===== src/rtl/seq_divider_pkg.sv =====
// Shared types and helpers for the sequential restoring divider.
package seq_divider_pkg;

    localparam int DEFAULT_WIDTH = 4;

    // 2'd3 is unused and the FSM sends it back to S_IDLE.
    typedef enum logic [1:0] {
        S_IDLE   = 2'd0,
        S_RUN    = 2'd1,
        S_FINISH = 2'd2
    } div_state_t;

    // Full-adder cell, the same one the array multiplier is built from.
    function automatic logic fa_sum(input logic a, input logic b, input logic c);
        return a ^ b ^ c;
    endfunction

    function automatic logic fa_carry(input logic a, input logic b, input logic c);
        return (a & b) | (a & c) | (b & c);
    endfunction

endpackage


===== src/rtl/seq_divider_div_sub_stage.sv =====
// One restoring-divider trial subtraction: i_a - i_b as a ripple of full adders
// with the subtrahend inverted and carry-in 1. o_borrow selects the restore path.
module div_sub_stage
    import seq_divider_pkg::*;
#(
    parameter int WIDTH = DEFAULT_WIDTH
) (
    input  logic [WIDTH:0] i_a,
    input  logic [WIDTH:0] i_b,
    output logic [WIDTH:0] o_diff,
    output logic           o_borrow
);

    logic [WIDTH+1:0] w_carry;

    assign w_carry[0] = 1'b1;

    // Ripple chain of full-adder cells.
    for (genvar g = 0; g <= WIDTH; g++) begin : g_fa
        assign o_diff[g]      = fa_sum(i_a[g], ~i_b[g], w_carry[g]);
        assign w_carry[g + 1] = fa_carry(i_a[g], ~i_b[g], w_carry[g]);
    end

    // No carry out means i_a < i_b, i.e. the trial result is negative.
    assign o_borrow = ~w_carry[WIDTH + 1];

endmodule


===== src/rtl/seq_divider.sv =====
// Sequential unsigned restoring divider: one quotient bit per clock,
// start/busy/done handshake, registered results held until the next job.
//
// state    | meaning
// S_IDLE   | waiting for start; results from the last job are held
// S_RUN    | shifting and trial-subtracting, one quotient bit per cycle
// S_FINISH | publish results; done pulses in the following cycle
module seq_divider
    import seq_divider_pkg::*;
#(
    parameter int WIDTH = DEFAULT_WIDTH
) (
    input  logic             i_clk,
    input  logic             i_rst_n,
    input  logic             i_start,
    input  logic [WIDTH-1:0] i_dividend,
    input  logic [WIDTH-1:0] i_divisor,
    output logic             o_busy,
    output logic             o_done,
    output logic [WIDTH-1:0] o_quotient,
    output logic [WIDTH-1:0] o_remainder,
    output logic             o_div_by_zero
);

    localparam int CW = $clog2(WIDTH + 1);

    div_state_t       r_state;
    div_state_t       w_state_nxt;
    logic [WIDTH-1:0] r_q;
    logic [WIDTH-1:0] r_d;
    logic [WIDTH:0]   r_rem;
    logic [CW-1:0]    r_cnt;
    logic             r_dz_flag;
    logic             r_done;
    logic [WIDTH-1:0] r_quo;
    logic [WIDTH-1:0] r_rem_out;
    logic             r_dz_out;

    logic             w_accept;
    logic [WIDTH:0]   w_rem_sh;
    logic [WIDTH:0]   w_diff;
    logic             w_borrow;

    // A start coinciding with the done pulse is dropped, forcing one idle cycle.
    assign w_accept = (r_state == S_IDLE) && i_start && !r_done;

    // R is always below the divisor, so its top bit is zero before the shift.
    assign w_rem_sh = {r_rem[WIDTH-1:0], r_q[WIDTH-1]};

    div_sub_stage #(.WIDTH(WIDTH)) u_sub (
        .i_a      (w_rem_sh),
        .i_b      ({1'b0, r_d}),
        .o_diff   (w_diff),
        .o_borrow (w_borrow)
    );

    // State register.
    always_ff @(posedge i_clk or negedge i_rst_n) begin
        if (!i_rst_n) r_state <= S_IDLE;
        else          r_state <= w_state_nxt;
    end

    // Next-state decode.
    always_comb begin
        w_state_nxt = r_state;
        case (r_state)
            S_IDLE: begin
                if (w_accept) w_state_nxt = (i_divisor == '0) ? S_FINISH : S_RUN;
            end
            S_RUN: begin
                if (r_cnt == CW'(1)) w_state_nxt = S_FINISH;
            end
            S_FINISH: w_state_nxt = S_IDLE;
            default:  w_state_nxt = S_IDLE;
        endcase
    end

    // Operand capture, shift/subtract datapath and result registers.
    always_ff @(posedge i_clk or negedge i_rst_n) begin
        if (!i_rst_n) begin
            r_q       <= '0;
            r_d       <= '0;
            r_rem     <= '0;
            r_cnt     <= '0;
            r_dz_flag <= 1'b0;
            r_done    <= 1'b0;
            r_quo     <= '0;
            r_rem_out <= '0;
            r_dz_out  <= 1'b0;
        end else begin
            r_done <= 1'b0;
            case (r_state)
                S_IDLE: begin
                    if (w_accept) begin
                        r_q       <= i_dividend;
                        r_d       <= i_divisor;
                        r_rem     <= '0;
                        r_cnt     <= CW'(WIDTH);
                        r_dz_flag <= (i_divisor == '0);
                    end
                end
                S_RUN: begin
                    r_rem <= w_borrow ? w_rem_sh : w_diff;
                    r_q   <= {r_q[WIDTH-2:0], ~w_borrow};
                    r_cnt <= r_cnt - CW'(1);
                end
                S_FINISH: begin
                    r_done   <= 1'b1;
                    r_dz_out <= r_dz_flag;
                    if (r_dz_flag) begin
                        r_quo     <= '1;
                        r_rem_out <= r_q;
                    end else begin
                        r_quo     <= r_q;
                        r_rem_out <= r_rem[WIDTH-1:0];
                    end
                end
                default: ;
            endcase
        end
    end

    assign o_busy        = (r_state != S_IDLE);
    assign o_done        = r_done;
    assign o_quotient    = r_quo;
    assign o_remainder   = r_rem_out;
    assign o_div_by_zero = r_dz_out;

endmodule

===== config.mk =====
export PLATFORM = sky130hd
export DESIGN_NAME = seq_divider
export DESIGN_NICKNAME = d
export VERILOG_FILES = /design/src/rtl/seq_divider_pkg.sv /design/src/rtl/seq_divider_div_sub_stage.sv /design/src/rtl/seq_divider.sv
export SDC_FILE = /design/constraint.sdc
export NUM_CORES = 1
export LEC_CHECK = 0
export BUFFER_PORTS_ARGS = -buffer_cell sky130_fd_sc_hd__buf_2
export CORE_MARGIN = 4
export CORE_UTILIZATION = 36
export CTS_CLUSTER_DIAMETER = 60
export DETAILED_ROUTE_END_ITERATION = 16
export SLEW_MARGIN = 10
export SYNTH_ARGS = -nofsm -noshare
export SYNTH_HDL_FRONTEND = slang
export SYNTH_SLANG_ARGS = --single-unit

===== constraint.sdc =====
create_clock -name i_clk -period 4.1 [get_ports i_clk]
set_clock_uncertainty 0.2 [all_clocks]
set_input_delay 0.205 -clock i_clk [delete_from_list [all_inputs] [get_ports i_clk]]
set_output_delay 0.205 -clock i_clk [all_outputs]
set_load 0.01 [all_outputs]

======== After elaboration in Yosys (flattened, before gate mapping) ========
Index checks and enable logic that the tools add are counted.
operators by class
  $add $sub $neg .......................... 1
  muxes and demuxes ....................... 14
  bitwise gates (word level) .............. 33
  equality and inequality tests ........... 5
  reduce and logical (&&, ||, !) cells .... 10
operators with widths
  cell                                                  count
  2-to-1 mux 4 bit                                      5
  one-hot mux 4 bit (2 select lines)                    2
  AND 1 bit                                             11
  bitwise OR 1 bit                                      10
  bitwise XOR 1 bit                                     7
  2-to-1 mux 2 bit                                      3
  one-hot mux 3 bit (2 select lines)                    1
  AND reduction 2 bit                                   3
  NOT 1 bit                                             5
  logical NOT 4 bit                                     1
  != test 2 bit (second input constant)                 2
  one-hot mux 2 bit (2 select lines)                    1
  nonzero test 2 bit                                    2
  equality test 3 x 1 -> 1 bit (second input constant)  1
  2-to-1 mux 3 bit                                      1
  subtractor 3 x 1 -> 3 bit (second input constant)     1
  equality test 2 x 1 -> 1 bit (second input constant)  1
  equality test 2 bit (second input constant)           1
  logical AND 1 bit                                     2
  logical NOT 2 bit                                     1
  logical NOT 1 bit                                     1
  2-to-1 mux 1 bit                                      1
storage, ports and cells
  flip-flop bits (word level) ............. 28
  output and inout port bits .............. 11
  logic and storage cells ................. 73

======== Logic depth before layout (Yosys ltp) ========
Gate-level depths: netlist of run 1.
  depth after elaboration ................. 18
  gate-level depth with buffers ........... 9
  depth with buffers taken out ............ 9

======== Cells and area by module ========
A second synthesis of run 1 with hierarchy kept.
second synthesis, totals
  cell total of the unflattened synthesis .. 142
  area, all modules ....................... 1371.3 µm²
by module, submodules not included
  module         sequential area each (µm²)  cells an instance  area an instance (µm²)  times used
  seq_divider    700.7                       127                1241.2                  1
  div_sub_stage  0.0                         15                 130.1                   1

======== Least setup slack after synthesis of run 1 ========
Ideal clock, no wire load.
  path type ............................... register to register
  from .................................... register r_q[3]
  to ...................................... register r_rem[3]
  stages on the path, launching flop included .. 9
  library setup time ...................... 146 ps
  path buffers ............................ 0
  setup slack ............................. 1756 ps
  arrival ................................. 1997 ps
  path through ............................ dfrtp_1 > inv_1 > ha_1 > fa_1 > fa_1 > inv_1 > fa_1 > o211ai_1 > o311ai_0
between the ends
  cells in the longest elaborated chain, start to end .. 17
  elaborated cells between the ends (all ways) .. 21
RTL lines
  element                               RTL line               RTL
  start: declaration                    seq_divider.sv:29      logic [WIDTH-1:0] r_q;
  start signal: assignment              seq_divider.sv:95      r_q <= i_dividend;
  start signal: assignment              seq_divider.sv:104     r_q <= {r_q[WIDTH-2:0], ~w_borrow};
  AND 1 bit                             seq_divider_pkg.sv:19  return (a & b) | (a & c) | (b & c);
  bitwise OR 1 bit * (2 in series)      seq_divider_pkg.sv:19
  AND 1 bit                             seq_divider_pkg.sv:19
  bitwise OR 1 bit                      seq_divider_pkg.sv:19
  bitwise OR 1 bit *                    seq_divider_pkg.sv:19
  AND 1 bit                             seq_divider_pkg.sv:19
  bitwise OR 1 bit                      seq_divider_pkg.sv:19
  bitwise OR 1 bit *                    seq_divider_pkg.sv:19
  AND 1 bit                             seq_divider_pkg.sv:19
  bitwise OR 1 bit (2 in series)        seq_divider_pkg.sv:19
  AND 1 bit                             seq_divider_pkg.sv:19
  bitwise OR 1 bit (2 in series)        seq_divider_pkg.sv:19
  2-to-1 mux 4 bit *                    seq_divider.sv:103     r_rem <= w_borrow ? w_rem_sh : w_diff;
  one-hot mux 4 bit (2 select lines) *  seq_divider.sv:92      case (r_state)
  end signal: assignment                seq_divider.sv:103
  end: declaration                      seq_divider.sv:31      logic [WIDTH:0] r_rem;
Mark *: on every way between the ends. The rest lies on a longest branch, timed or not.
A chain may end at the register's enable or synchronous reset.

======== Worst setup path after layout of run 1 ========
Ends and elaborated chain as after synthesis.

==> flow_summary.yaml, run 1 <==
setup_path:
  cp.arrival_ns: 2.43
  critPathKind: "reg -> reg"
  critPathMaxFanout: 4
  crit_required_ns: 4.04
  critPathLaunchType: "register"
  r2r_cells: 8
  crit_path_end_kind: "register"
clock_tree:
  clk_path_buf_depth: 2
  cts_tree: "yes"
  cts_resized: 0
  insertion_delay_ns: 0.28
  post_cts_buffers: 0
  numClockSinks: 28
  root_buffer: "clkbuf_8"
  hold_buffers: 9
  cts_buffers: 3
  htree_levels: 1
  clk_pin_slew_ns: 0.09
floorplanning:
  rows: 21
  die_w_um: 68.9
  die_height_um: 68.9
  start_util_pct: 38.5
  io_pins: 22
  die_area_mm2: 0.00475
  core-area_mm2: 0.00347
global_route:
  use_met2_pct: 22.4
  use_met1_pct: 16.7
  antenna_found_initial: 0
  grtUsageMet3_pct: 3.40
  grt_most_used_layer: "met2"
  grt_usage_pct: 13.3
  grt-ovfl-total: 0
  first_global_vias: 1017
  grt_pass1_wl_um: 4670
  grt_max_degree: 29
synth:
  yosys.area_share.simple_pct: 19.4
  synth_edf_count: 0
  synth_warnings: 0
  synth_compound_gate_area_share_pct: 11.8
  synth.distinct_cells: 23
  synth_area_leaders: "dfrtp_1, o21ai_0, nand2_1"
  synth.yosys.seq_area_share_pct: 52.5
  netlist_area_mm2: 0.00134
  synth_area_per_cell_um2: 9.54
  synth_seq_cells: 28
  synth_top_cell_by_area: "dfrtp_1"
  synth_top_family_by_area: "simple AND/OR/NAND/NOR gates"
  synth_flop_cell: "dfrtp_1"
  synth_mux_area_share_pct: 3.84
  ys_async_sr_fraction_pct: 100
  yosysTopAreaCellShare_pct: 52.5
  netlist_instances: 140
  synth-adder-area-share_pct: 7.31
  synth_xor_area_share_pct: 0
  synth_nets: 157
  netlist_top_cells_count: "dfrtp_1, nand2_1, o21ai_0, nand3_1, inv_1"
placed_design:
  dpl.hpwl_um: 2010
  dpl_worst_slack_ns: 1.62
  port_buffers: 21
  gp_congestion: 0.809
sta:
  slew_viol_final: 0
  fmax_mhz: 401
  period_needed_ns: 2.49
  worst_pin_slew_ns: 0.626
  finalSetupViolCount: 0
  slew_headroom_pct: 58.3
  fin_crit_sh_pct: 60.8
  setup_tns_ns: 0
  hold_viol_final: 0
  rsz0062_at_grt: "no"
  layout_setup_ws_ns: 1.61
flow_run:
  drv_cap: 0
route:
  wire_per_inst_um: 13.1
  vias: 1064
  wl_um: 2780
  first_pass_iters: 4
  antenna_left: 0
  vias_per_cell: 5.02
  first_iter_violations: 64
  drc: 0
worst_hold_path:
  hold_class: "in -> reg"
  whs_path_depth: 3
power_and_ir_drop:
  p_leak_nw: 0.784
  ir_worst_vdd_uv: 365
  p_per_area_mw_per_mm2: 757
  finalPower_w: 0.00124
layout:
  fillers: 366
  syn2layout_area_growth_pct: 22.2
  fin_nets: 184
  drive_above_1_share_pct: 18.1
  antenna_cells: 0
outcome:
  outcome: "completed"
## power breakdown
group / internal, W / switching (W) / leakage (nW)
registers: 0.000402 / 0.000109 / 0.349
logic: 0.000218 / 0.000289 / 0.399
clock network: 0.000131 / 0.0000868 / 0.0357
## cell usage in the layout (no fill, tap or decap)
master,n
nand2_1,28
dfrtp_1,28
o21ai_0,23
buf_2,21
nand3_1,11
inv_1,9
dlygate4sd3_1,9
nor2_1,4
mux2i_1,4
fa_1,3
ha_1,3
clkbuf_8,3
or2_2,2
nand2b_1,2
or4b_1,2
nor2b_1,2
a21oi_1,2
o311ai_0,2
mux2_2,1
nor4b_1,1
a22oi_1,1
or4_4,1
o211ai_1,1
and3_1,1
bufinv_16,1
buf_4,1
## metrics by stage
stage / utilization [%] / instance area (µm²) / std cells / hold slack [ns]
finish: 47.0 / 1630 / 212 / 0.0736
global route: 47.0 / 1630 / 212 / 0.0800
CTS: 47.0 / 1630 / 212 / 0.0746
detailed placement: 42.4 / 1470 / 199 / 0.0617
global placement: 42.4 / 1470 / 199 / 0.0492
floorplan: - / 1340 / 140 / -0.291
## state kept, by name, indices dropped and copies added, names as in the netlist
name / cells
r_cnt: 3
r_rem: 4
r_dz_flag: 1
r_d: 4
o_div_by_zero: 1
o_remainder: 4
o_done: 1
o_quotient: 4
r_q: 4
r_state: 2
## kinds of logic (layout without fill, tap and decap cells)
family	count (synthesis)	count (layout)
AOI/OAI and AO/OA	29	29
muxes	5	5
buffers and inverters	18	44
adders and majority gates	6	6
and+or+nand+nor	54	54
DFF	28	28
## critical path: stages (launching register included)
cell,delay [ns]
dfrtp_1,0.40
inv_1,0.07
ha_1,0.21
fa_1,0.38
fa_1,0.37
inv_1,0.08
fa_1,0.41
o211ai_1,0.10
o311ai_0,0.14
## final timing paths
path                                      from        endpoint  slack [ns]
worst min register to register  o_remainder[2]  o_remainder[2]        0.28
worst max-delay path                    r_q[3]        r_rem[3]        1.61
worst max register to register          r_q[3]        r_rem[3]        1.61
worst min-delay path                   i_start      r_state[1]        0.07
max in group asynchronous              i_rst_n        r_rem[3]        3.02
min in group asynchronous              i_rst_n   o_div_by_zero        0.27
## area by class of cell
type                            count  area, µm²  area share, %
Multi-Input combinational cell     94        566           34.7
Tap cell                           46       57.6           3.53
Clock inverter                      1       30.0           1.84
Inverter                            9       33.8           2.07
Sequential cell                    28        701           42.9
Timing Repair Buffer               31        203           12.4
Clock buffer                        3       41.3           2.53
## layer usage
layer | up-vias | wire [µm]
li1 | 522 | -
met1 | 510 | 1280
met2 | 27 | 1310
met3 | 5 | 155
met4 | 0 | 40
met5 | - | 0
Note: power is estimated with default switching activity, not from simulation.
==> run 2, diff against run 1 <==
==> constraint.sdc (replaced) <==
create_clock -name i_clk -period 2.46 [get_ports i_clk]
set_clock_uncertainty 0.2 [all_clocks]
set_input_delay 0.123 -clock i_clk [delete_from_list [all_inputs] [get_ports i_clk]]
set_output_delay 0.123 -clock i_clk [all_outputs]
set_load 0.01 [all_outputs]
==> flow_summary.yaml, run 2 (synthesis results as in run 1) <==
worst_hold_path:
  hold_start: "i_start"
  whs_path_depth: 3
  hold_class: "in -> reg"
route:
  antenna_left: 0
  drc: 0
  first_pass_iters: 4
  wl_um: 2590
  first_iter_violations: 28
  vias: 1010
  vias_per_cell: 4.76
  wire_per_inst_um: 12.2
layout:
  layout_common_cells: "nand2_1, dfrtp_1, o21ai_0, buf_2, nand3_1"
  fillers: 348
  fin_nets: 185
  multi_input_area_um2: 573
  antenna_cells: 0
  drive_above_1_share_pct: 19.3
  regArea_um2: 701
  final_util_pct: 46.6
  design_area_mm2: 0.00162
  syn2layout_area_growth_pct: 21.1
floorplanning:
  core-area_mm2: 0.00347
  die_area_mm2: 0.00475
  die_w_um: 68.9
  die_height_um: 68.9
  io_pins: 22
  rows: 21
  start_util_pct: 38.5
global_route:
  first_global_vias: 1003
  grt-ovfl-total: 0
  antenna_found_initial: 0
  grt_pass1_wl_um: 4660
  grt_max_degree: 29
  grt_usage_pct: 13.3
sta:
  rsz0062_at_grt: "no"
  finalSetupViolCount: 0
  slew_headroom_pct: 59.6
  hold_viol_final: 0
  slew_viol_final: 0
  fin_crit_sh_pct: 95.2
  setup_tns_ns: 0
  layout_setup_ws_ns: 0.118
  worst_pin_slew_ns: 0.606
  period_needed_ns: 2.34
  fmax_mhz: 427
clock_tree:
  root_buffer: "clkbuf_8"
  post_cts_buffers: 0
  clk_path_buf_depth: 2
  clk_pin_slew_ns: 0.09
  cts_buffers: 3
  insertion_delay_ns: 0.27
  numClockSinks: 28
  htree_levels: 1
  cts_tree: "yes"
placed_design:
  port_buffers: 21
  dpl_worst_slack_ns: 0.0589
  gp_congestion: 0.844
  dpl_cell_area_mm2: 0.00148
  dpl.hpwl_um: 1870
setup_path:
  path_cells: "inv_1 > ha_1 > fa_2 > fa_1 > inv_1 > fa_2 > o211ai_1 > o311ai_1"
  cp.arrival_ns: 2.28
  critPathLaunchType: "register"
  rr_startpoint: "r_q[3]"
  worstSetupStartpoint: "r_q[3]"
  crit_required_ns: 2.40
  r2r_cells: 8
  crit_path_end_kind: "register"
  critPathMaxFanout: 2
  cpPeakStageDelay_ns: 0.43
  critPathSlowestCell: "fa_2"
  critPathKind: "reg -> reg"
outcome:
  outcome: "completed"
power_and_ir_drop:
  p_per_area_mw_per_mm2: 1210
  ir_worst_vdd_uv: 472
  p_leak_nw: 0.774
flow_run:
  drv_cap: 0
[run 2: cell types whose count changed in the layout (fill, tap and decap cells not counted), sizes merged]
| cell | previous run | this run |
|---|---|---|
| buf | 22 | 23 |
| bufinv | 1 | 0 |
[run 2: layout make-up]
type | instances | area share [%]
Timing Repair Buffer | 32 | 13.0
Clock buffer | 3 | 2.55
Sequential cell | 28 | 43.3
Multi-Input combinational cell | 94 | 35.4
Inverter | 9 | 2.09
Tap cell | 46 | 3.56
[run 2: timing repair]
item / in CTS / in global routing
hold endpoints to repair: 38 / 0
hold buffers: 9 / 0
gates resized for setup: 0 / 6
setup endpoints to repair: 0 / 5
[run 2: power breakdown]
group / switching, W / internal [W] / total [W]
Sequential: 0.000170 / 0.000671 / 0.000840
Combinational: 0.000475 / 0.000393 / 0.000868
Clock: 0.000131 / 0.000110 / 0.000241
Total: 0.000776 / 0.00117 / 0.00195
[run 2: worst paths after layout]
path,to,slack [ns]
max,r_rem[3],0.12
min,r_state[1],0.004
max reg2reg,r_rem[3],0.12
min reg2reg,o_quotient[0],0.28
max in group asynchronous,r_q[3],1.47
min in group asynchronous,o_quotient[0],0.19
[run 2: critical path, delay by kind of cell, from the launching register on]
kind                       cells  cell delay [ns]
adders and majority gates      4             1.32
DFF                            1             0.35
AOI/OAI and AO/OA              2             0.21
buffers and inverters          2             0.13
[run 2: through the flow]
stage                     power (W)  cells  hold slack [ns]
final                       0.00195    212          0.00374
after global routing        0.00217    212           0.0125
after CTS                   0.00195    212          0.00103
after detailed placement    0.00169    200          -0.0281
after global placement      0.00165    200          -0.0331
after floorplan             0.00143    140           -0.373
[run 2: layer usage]
metal	part of all wire, %	wire length, µm	track usage [%]	vias up
li1	-	-	-	520
met1	48	1250	17.8	461
met2	45	1160	21.4	24
met3	4.9	128	1.94	5
met4	2.0	51	5.84	0
met5	0	0	0	-
==> run 3, diff against run 2 <==
--- a/config.mk
+++ b/config.mk
@@ -7,9 +7,10 @@
 export LEC_CHECK = 0
 export BUFFER_PORTS_ARGS = -buffer_cell sky130_fd_sc_hd__buf_2
 export CORE_MARGIN = 4
-export CORE_UTILIZATION = 36
+export CORE_UTILIZATION = 35
 export CTS_CLUSTER_DIAMETER = 60
 export DETAILED_ROUTE_END_ITERATION = 16
+export REMOVE_ABC_BUFFERS = 1
 export SLEW_MARGIN = 10
 export SYNTH_ARGS = -nofsm -noshare
 export SYNTH_HDL_FRONTEND = slang
==> flow_summary.yaml, run 3 (synthesis results as in run 1) <==
route:
  antenna_left: 0
  drc: 0
  first_iter_violations: 64
  vias: 1038
  vias_per_cell: 4.83
  wire_per_inst_um: 12.8
  wl_um: 2750
  first_pass_iters: 6
sta:
  slew_viol_final: 0
  worst_pin_slew_ns: 0.608
  slew_headroom_pct: 59.4
  fin_crit_sh_pct: 95.7
  fmax_mhz: 425
  hold_viol_final: 0
  rsz0062_at_grt: "no"
  finalSetupViolCount: 0
  period_needed_ns: 2.36
  setup_tns_ns: 0
setup_path:
  critPathKind: "reg -> reg"
  crit_required_ns: 2.40
  critPathMaxFanout: 2
  critPathTopFamily: "adder cells"
  cpPeakStageDelay_ns: 0.42
  cpMostUsedCell: "fa_2"
  path_buf_inv: 2
  crit_path_end_kind: "register"
  critPathLaunchType: "register"
  cp.arrival_ns: 2.30
  path_cells: "inv_1 > ha_1 > fa_1 > fa_2 > inv_2 > fa_2 > o211ai_1 > o311ai_1"
  critPathSlowestCell: "fa_2"
  crit_cells: 8
  r2r_cells: 8
floorplanning:
  rows: 22
  io_pins: 22
  die_area_mm2: 0.00487
  start_util_pct: 36.5
  core-area_mm2: 0.00366
  die_w_um: 69.8
  die_height_um: 69.8
clock_tree:
  clk_path_buf_depth: 2
  cts_buffers: 3
  numClockSinks: 28
  insertion_delay_ns: 0.27
  clk_pin_slew_ns: 0.10
  htree_levels: 1
  root_buffer: "clkbuf_8"
  cts_tree: "yes"
  post_cts_buffers: 0
power_and_ir_drop:
  p_per_area_mw_per_mm2: 1280
  ir_worst_vdd_uv: 542
  p_leak_nw: 0.788
global_route:
  first_global_vias: 1052
  antenna_found_initial: 0
  grt_usage_pct: 12.2
  grt-ovfl-total: 0
  grt_pass1_wl_um: 4840
  grt_max_degree: 29
flow_run:
  drv_cap: 0
layout:
  regArea_um2: 701
  layout_common_cells: "nand2_1, dfrtp_1, buf_2"
  fin_nets: 185
  syn2layout_area_growth_pct: 23.6
  antenna_cells: 0
  fillers: 362
  design_area_mm2: 0.00165
  drive_above_1_share_pct: 21.0
  multi_input_area_um2: 574
outcome:
  outcome: "completed"
placed_design:
  dpl_cell_area_mm2: 0.00148
  dpl.hpwl_um: 1970
  gp_congestion: 0.848
  port_buffers: 21
worst_hold_path:
  whs_path_depth: 3
  hold_class: "in -> reg"
[run 3: changes by cell type in the layout (fill, tap and decap cells not counted), sizes merged]
cell,delta
bufinv,+1
[run 3: worst paths after layout]
kind,from,slack (ns),endpoint
min in group asynchronous,i_rst_n,0.18,o_remainder[2]
worst max register to register,r_q[3],0.10,r_rem[3]
max in group asynchronous,i_rst_n,1.47,r_d[3]
worst max-delay path,r_q[3],0.10,r_rem[3]
worst min-delay path,i_start,0.004,r_state[1]
worst min register to register,o_remainder[0],0.28,o_remainder[0]
[run 3: timing repair]
action,CTS,global route
endpoints found under the setup margin,0,5
gates resized for setup,0,8
hold buffers,9,0
hold endpoints to repair,37,0
[run 3: layout make-up]
type                            instances  area share [%]
Inverter                                9            2.05
Tap cell                               48            3.64
Multi-Input combinational cell         94            34.8
Sequential cell                        28            42.5
Clock inverter                          1            1.82
Timing Repair Buffer                   32            12.7
Clock buffer                            3            2.50
[run 3: layer usage]
layer  part of all wire [%]  GRT usage (%)
met1                     47           15.6
met2                     47           20.1
met3                    5.2           4.06
met4                   0.84           2.55
met5                      0              0
[run 3: worst min-delay path, cell delays in order]
cell,delay (ns)
buf_2,0.11
or4b_1,0.16
a21oi_1,0.06
[run 3: power breakdown]
group / switching (W) / total, W / internal [W]
logic: 0.000499 / 0.000899 / 0.000400
registers: 0.000181 / 0.000851 / 0.000670
clock network: 0.000142 / 0.000360 / 0.000218
[run 3: metrics by stage]
step                      hold slack, ns  setup WS, ns  cells  total power (W)  util, %
after floorplan                   -0.373         0.113    131          0.00140        -
after global placement           -0.0350         0.110    202          0.00165     40.4
after detailed placement         -0.0252        0.0487    202          0.00170     40.4
after CTS                        0.00308        0.0346    215          0.00208     44.8
after global routing            0.000422       0.00336    215          0.00232     45.1
final                            0.00387         0.105    215          0.00211     45.1
